## src/rtl/fetch_queue_if.sv

```systemverilog
// Fetch-stage bus: predictor lookup/redirect, instruction memory request/response
// and the decode-side valid/ready head of the fetch FIFO.
interface fetch_queue_if;
  logic [31:0] if_pc;
  logic        if_pred_branch;
  logic        if_pred_taken;
  logic [31:0] if_pred_npc;
  logic        flush;
  logic        imem_en;
  logic [31:0] imem_rdata;
  logic        id_valid;
  logic        id_ready;
  logic [31:0] id_pc;
  logic [31:0] id_inst;
  logic        id_pred_branch;
  logic        id_pred_taken;
  logic [31:0] id_pred_npc;

  modport master (
    output if_pc, imem_en,
    output id_valid, id_pc, id_inst, id_pred_branch, id_pred_taken, id_pred_npc,
    input  if_pred_branch, if_pred_taken, if_pred_npc, flush, imem_rdata, id_ready
  );

  modport slave (
    input  if_pc, imem_en,
    input  id_valid, id_pc, id_inst, id_pred_branch, id_pred_taken, id_pred_npc,
    output if_pred_branch, if_pred_taken, if_pred_npc, flush, imem_rdata, id_ready
  );
endinterface

```

## src/rtl/fetch_queue.sv

```systemverilog
// Instruction-fetch stage: owns the fetch PC, tracks one in-flight ROM read and
// queues fetched words with their prediction metadata for decode.
module fetch_queue #(
  parameter logic [31:0] RESET_PC = 32'hBFC0_0000,
  parameter int unsigned DEPTH    = 4
) (
  input  logic           clk,
  input  logic           rst,
  fetch_queue_if.master  bus
);

  localparam int unsigned PW = $clog2(DEPTH);
  localparam int unsigned CW = PW + 1;

  localparam logic [PW-1:0] PTR_ONE   = 1;
  localparam logic [CW-1:0] CNT_ONE   = 1;
  localparam logic [CW:0]   OCC_LIMIT = DEPTH[CW:0];

  typedef struct packed {
    logic [31:0] pc;
    logic [31:0] inst;
    logic        branch;
    logic        taken;
    logic [31:0] npc;
  } entry_t;

  typedef struct packed {
    logic        valid;
    logic [31:0] pc;
    logic        branch;
    logic        taken;
    logic [31:0] npc;
  } inflight_t;

  logic [31:0]   pc_q, pc_d;
  inflight_t     inf_q, inf_d;
  entry_t        mem_q [DEPTH];
  entry_t        mem_d [DEPTH];
  logic [PW-1:0] rd_ptr_q, rd_ptr_d;
  logic [PW-1:0] wr_ptr_q, wr_ptr_d;
  logic [CW-1:0] count_q, count_d;

  logic          issue;
  logic          push;
  logic          pop;
  logic [CW:0]   occupancy;
  entry_t        head;

  // Occupancy counts the outstanding read so a response always finds a free slot.
  always_comb begin
    occupancy = {1'b0, count_q} + {{CW{1'b0}}, inf_q.valid};
    issue     = !rst && !bus.flush && (occupancy < OCC_LIMIT);
    push      = inf_q.valid && !bus.flush;
    pop       = bus.id_valid && bus.id_ready;
  end

  always_comb begin
    // NOTE: every _d signal gets a default first so no path can infer a latch.
    pc_d       = pc_q;
    inf_d      = inf_q;
    inf_d.valid = 1'b0;
    mem_d      = mem_q;
    rd_ptr_d   = rd_ptr_q;
    wr_ptr_d   = wr_ptr_q;
    count_d    = count_q;

    if (bus.flush) begin
      // Predictor already muxes the EX redirect onto if_pred_npc.
      pc_d     = bus.if_pred_npc;
      rd_ptr_d = '0;
      wr_ptr_d = '0;
      count_d  = '0;
    end else begin
      if (issue) begin
        inf_d = '{valid:  1'b1,
                  pc:     pc_q,
                  branch: bus.if_pred_branch,
                  taken:  bus.if_pred_taken,
                  npc:    bus.if_pred_npc};
        pc_d  = bus.if_pred_npc;
      end
      if (push) begin
        mem_d[wr_ptr_q] = '{pc:     inf_q.pc,
                            inst:   bus.imem_rdata,
                            branch: inf_q.branch,
                            taken:  inf_q.taken,
                            npc:    inf_q.npc};
        wr_ptr_d = wr_ptr_q + PTR_ONE;
      end
      if (pop) begin
        rd_ptr_d = rd_ptr_q + PTR_ONE;
      end
      case ({push, pop})
        2'b10:   count_d = count_q + CNT_ONE;
        2'b01:   count_d = count_q - CNT_ONE;
        default: count_d = count_q;
      endcase
    end
  end

  always_ff @(posedge clk) begin
    // NOTE: sequential state uses <= so every flop samples pre-edge values.
    if (rst) begin
      pc_q     <= RESET_PC;
      inf_q    <= '0;
      rd_ptr_q <= '0;
      wr_ptr_q <= '0;
      count_q  <= '0;
    end else begin
      pc_q     <= pc_d;
      inf_q    <= inf_d;
      rd_ptr_q <= rd_ptr_d;
      wr_ptr_q <= wr_ptr_d;
      count_q  <= count_d;
    end
  end

  // NOTE: storage has no reset; count_q gates every read, so stale words stay invisible.
  always_ff @(posedge clk) begin
    mem_q <= mem_d;
  end

  always_comb begin
    head              = mem_q[rd_ptr_q];
    bus.if_pc         = pc_q;
    bus.imem_en       = issue;
    bus.id_valid      = (count_q != '0);
    bus.id_pc          = '0;
    bus.id_inst        = '0;
    bus.id_pred_branch = 1'b0;
    bus.id_pred_taken  = 1'b0;
    bus.id_pred_npc    = '0;
    if (bus.id_valid) begin
      bus.id_pc          = head.pc;
      bus.id_inst        = head.inst;
      bus.id_pred_branch = head.branch;
      bus.id_pred_taken  = head.taken;
      bus.id_pred_npc    = head.npc;
    end
  end

endmodule

```

## src/flat_wrapper.sv

```systemverilog
// flat-port wrapper written by rule: the top's interface ports become plain ports
module fetch_queue_flat 
#(
  parameter logic [31:0] RESET_PC = 32'hBFC0_0000,
  parameter int unsigned DEPTH    = 4
)
  (clk, rst, bus_if_pc, bus_imem_en, bus_id_valid, bus_id_pc, bus_id_inst, bus_id_pred_branch, bus_id_pred_taken, bus_id_pred_npc, bus_if_pred_branch, bus_if_pred_taken, bus_if_pred_npc, bus_flush, bus_imem_rdata, bus_id_ready);
  fetch_queue_if bus_i ();
  input  logic clk;
  input  logic rst;
  output wire logic [$bits(bus_i.if_pc)-1:0] bus_if_pc;
  output wire logic [$bits(bus_i.imem_en)-1:0] bus_imem_en;
  output wire logic [$bits(bus_i.id_valid)-1:0] bus_id_valid;
  output wire logic [$bits(bus_i.id_pc)-1:0] bus_id_pc;
  output wire logic [$bits(bus_i.id_inst)-1:0] bus_id_inst;
  output wire logic [$bits(bus_i.id_pred_branch)-1:0] bus_id_pred_branch;
  output wire logic [$bits(bus_i.id_pred_taken)-1:0] bus_id_pred_taken;
  output wire logic [$bits(bus_i.id_pred_npc)-1:0] bus_id_pred_npc;
  input wire logic [$bits(bus_i.if_pred_branch)-1:0] bus_if_pred_branch;
  input wire logic [$bits(bus_i.if_pred_taken)-1:0] bus_if_pred_taken;
  input wire logic [$bits(bus_i.if_pred_npc)-1:0] bus_if_pred_npc;
  input wire logic [$bits(bus_i.flush)-1:0] bus_flush;
  input wire logic [$bits(bus_i.imem_rdata)-1:0] bus_imem_rdata;
  input wire logic [$bits(bus_i.id_ready)-1:0] bus_id_ready;
  assign bus_if_pc = bus_i.if_pc;
  assign bus_imem_en = bus_i.imem_en;
  assign bus_id_valid = bus_i.id_valid;
  assign bus_id_pc = bus_i.id_pc;
  assign bus_id_inst = bus_i.id_inst;
  assign bus_id_pred_branch = bus_i.id_pred_branch;
  assign bus_id_pred_taken = bus_i.id_pred_taken;
  assign bus_id_pred_npc = bus_i.id_pred_npc;
  assign bus_i.if_pred_branch = bus_if_pred_branch;
  assign bus_i.if_pred_taken = bus_if_pred_taken;
  assign bus_i.if_pred_npc = bus_if_pred_npc;
  assign bus_i.flush = bus_flush;
  assign bus_i.imem_rdata = bus_imem_rdata;
  assign bus_i.id_ready = bus_id_ready;
  fetch_queue #(.RESET_PC(RESET_PC), .DEPTH(DEPTH)) u_core (.clk(clk), .rst(rst), .bus(bus_i));
endmodule
```

## config.mk

```make
export PLATFORM = sky130hd
export DESIGN_NAME = fetch_queue_flat
export DESIGN_NICKNAME = d
export VERILOG_FILES = /design/src/rtl/fetch_queue_if.sv /design/src/rtl/fetch_queue.sv /design/src/flat_wrapper.sv
export SDC_FILE = /design/constraint.sdc
export NUM_CORES = 1
export LEC_CHECK = 0
export BUFFER_PORTS_ARGS = -buffer_cell sky130_fd_sc_hd__buf_4
export CAP_MARGIN = 20
export CORE_ASPECT_RATIO = 0.8
export CORE_MARGIN = 2
export CORE_UTILIZATION = 53
export CTS_CLUSTER_SIZE = 10
export DETAILED_ROUTE_END_ITERATION = 10
export PLACE_DENSITY = 0.72
export SYNTH_ARGS = -nofsm -noshare
export SYNTH_HDL_FRONTEND = slang
export SYNTH_SLANG_ARGS = --single-unit
```

## constraint.sdc

```tcl
create_clock -name clk -period 3.8 [get_ports clk]
set_clock_uncertainty 0.1 [all_clocks]
set_input_delay 0.57 -clock clk [delete_from_list [all_inputs] [get_ports clk]]
set_output_delay 0.57 -clock clk [all_outputs]
set_load 0.01 [all_outputs]
```

==> reports/results.ini <==
[status]
status=complete, no violations

[layout]
drive_above_1_share_pct=29.20
area_growth_pct=18.06
fillers=2554
fin_util_pct=63.23
final_nets=1396

[setup_path]
path_cells=buf_12 > mux4_2 > and2_1 > buf_4
cpPeakStageDelay_ps=620
crit_buf_inv=2
worstPathArrival_ps=2520
crit_slowest_cell=dfxtp_4
crit_type=reg2out
start_kind=register
cp-end-kind=output port
cp.required_ps=3130
critPathMaxFanout=42
critPathTopFamily=flip-flops

[power]
p_comb_share_pct=3.9
p_leak_nw=7.745
p_sw_mw=2.307
p_per_area_nw_per_um2=494.2
max-vdd-ir-drop_mv=0.3137
internal-power_mw=8.843
pwr-share-seq_pct=54.2
p_sw_share_pct=20.69
clkPwrFrac_pct=41.9

[yosys]
postSynthAreaPerCell_sq_um=17.03
synth_top_area_share_pct=61.60
synthDominantAreaCellType=edfxtp_1
synth_area_sq_um=19110
synthTopCellsByArea=edfxtp_1 62%, mux4_2 12%, dfxtp_1 11%, and2_1 3.3%, a21oi_1 2.0%
yosysSeqAreaShare_pct=72.70
synth_nets=1198
async_flop_share_pct=0
ys.flop_type=edfxtp_1
ys_types=34
synthCells=1122
ys_ff_latch=498
synth-warning-count=0
synth_edf_count=392

[global_routing]
grt_usage_pct=22.86
grt_pass1_vias=10730
gr-total-overflow=0
grt_pass1_wl_um=65130
antenna_found_initial=1
grt_max_degree=99

[sta]
tightest_slew_ps=983.7
tns_ps=0
period_share_pct=83.95
timing.final.crit_period_ps=3190
setup_viol=0
finalHoldViolations=0
rsz0062_at_grt=no
slew_viol_final=0
fmax_mhz=313.5
timing.slew.headroom_pct=34.42

[clocking]
cts_setup_buffers=0
root_buffer=clkbuf_16
numCtsBuffers=55
h-tree-depth=2
clkSinkCount=498
cts_tree=built
clkLatencyLatePin_ps=590
clk_path_buf_depth=3
path_clk_slew_ps=60
ctsHoldBuffers=0
cts-resized-gates=0

[placement]
gp_congestion=0.8303
post-dp-hpwl_um=25720
portBuffers=201

[routing]
drc=0
drtIter0Drc=1158
post_drt_wl_per_cell_um=23.18
viasPerCell=5.803
vias=10660
drt_first_pass_iters=6
routed_wl_um=42590
ant_nets=0

[die]
core_area_sq_um=35680
start_util_pct=53.55
die-area_sq_um=37600
rows=62
die_h_um=173.8
ios=202
die-width_um=216.3

[min_path]
min_path_type=in2reg

[flow_run]
max_cap_violations=0

[power by group through the flow]
stage               clock network [mW]  registers [mW]  logic [mW]
global route                      4.97            6.05       0.471
floorplan                            0            6.13       0.215
global placement                     0            6.15       0.424
detailed placement                   0            6.15       0.431
finish                            4.67            6.04       0.433
CTS                               4.75            6.04       0.434
[cell families after synthesis]
kind of cell	Yosys count	synth area share [%]
buf+inv	96	3.156
fa+ha+maj	6	0.4321
simple gates	223	6.318
flops	498	72.70
xor+xnor	5	0.2292
mux	99	11.60
compound gates	195	5.559
[Yosys cell counts (all sizes together) (19+ instances only)]
cell type / n
buf: 54
a21oi: 77
dfxtp: 106
and2: 102
o21ai: 90
nand3: 66
edfxtp: 392
nor2: 19
nand2: 23
clkbuf: 27
o211ai: 23
mux4: 98
[through the flow]
stage | worst slack (ps) | hold WS, ps | instances | area (sq um) | total power [mW]
after global routing | 477.7 | 62.38 | 1836 | 22560 | 11.49
after CTS | 531.3 | 51.27 | 1836 | 22560 | 11.23
after detailed placement | 1134 | 381.1 | 1743 | 21000 | 6.586
final | 609.8 | 80.15 | 1837 | 22560 | 11.15
after global placement | 1173 | 371.2 | 1743 | 21000 | 6.572
after floorplan | 11.19 | 353.8 | 1122 | 19110 | 6.346
[worst register-to-register path: stages, from the launching register on]
cell and delay (ps):
dfxtp_1 470, nor2b_1 380, and2_4 700, buf_12 310
[layout make-up]
class                      count  area, sq um  area share, %
clock buffer                  90         1508          6.683
tap                          480        600.6          2.662
clock inverter                 3        52.55         0.2329
timing repair buffer         229         1832          8.119
inverter                       8        30.03         0.1331
multi-input combinational    528         4636          20.55
sequential                   498        13900          61.61
antenna                        1        2.502        0.01109
[layout by cell type (no fill, tap or decap), types with 2 or more instances in the layout]
| cell | synthesis | final |
|---|---|---|
| edfxtp_1 | 392 | 392 |
| buf_4 | 4 | 220 |
| dfxtp_1 | 106 | 104 |
| mux4_2 | 98 | 98 |
| and2_1 | 102 | 98 |
| a21oi_1 | 77 | 77 |
| nand3_1 | 66 | 66 |
| o21ai_0 | 58 | 58 |
| clkbuf_16 | 0 | 55 |
| clkbuf_1 | 25 | 35 |
| o21ai_1 | 32 | 32 |
| nand2_1 | 23 | 23 |
| o211ai_1 | 23 | 23 |
| nor2_1 | 19 | 18 |
| nor4_1 | 9 | 9 |
| buf_12 | 0 | 9 |
| inv_1 | 8 | 8 |
| ha_1 | 5 | 5 |
| and2_4 | 0 | 4 |
| xor2_1 | 4 | 4 |
| clkinv_8 | 0 | 2 |
| dfxtp_4 | 0 | 2 |
[per-layer routing]
metal	part of all wire, %	vias up	track usage [%]
met5	0	-	0
met4	2.5	0	6.735
met3	8.7	83	4.298
met2	46	488	34.40
met1	43	5344	34.44
li1	-	4746	-
[flip-flops by register name (all words and copies together) (netlist names)]
register / flops
u_core.count_q: 3
u_core.bus.if_pc: 32
u_core.mem_q: 392
u_core.wr_ptr_q: 2
u_core.rd_ptr_q: 2
u_core.inf_q: 67
[final timing paths]
path / cells after the start / slack [ps] / startpoint / end
worst max register to register: 3 / 1480 / u_core.inf_q[66]$_SDFF_PP0_ / u_core.mem_q[329]$_DFFE_PP_
worst max-delay path: 4 / 610 / u_core.rd_ptr_q[0]$_SDFFE_PP0P_ / bus_id_pred_npc[10]
worst min-delay path: 1 / 80 / bus_imem_rdata[24] / u_core.mem_q[58]$_DFFE_PP_
worst min register to register: 2 / 400 / u_core.bus.if_pc[16]$_SDFFE_PP0P_ / u_core.bus.if_pc[16]$_SDFFE_PP0P_
(Power assumes the default switching activity.)
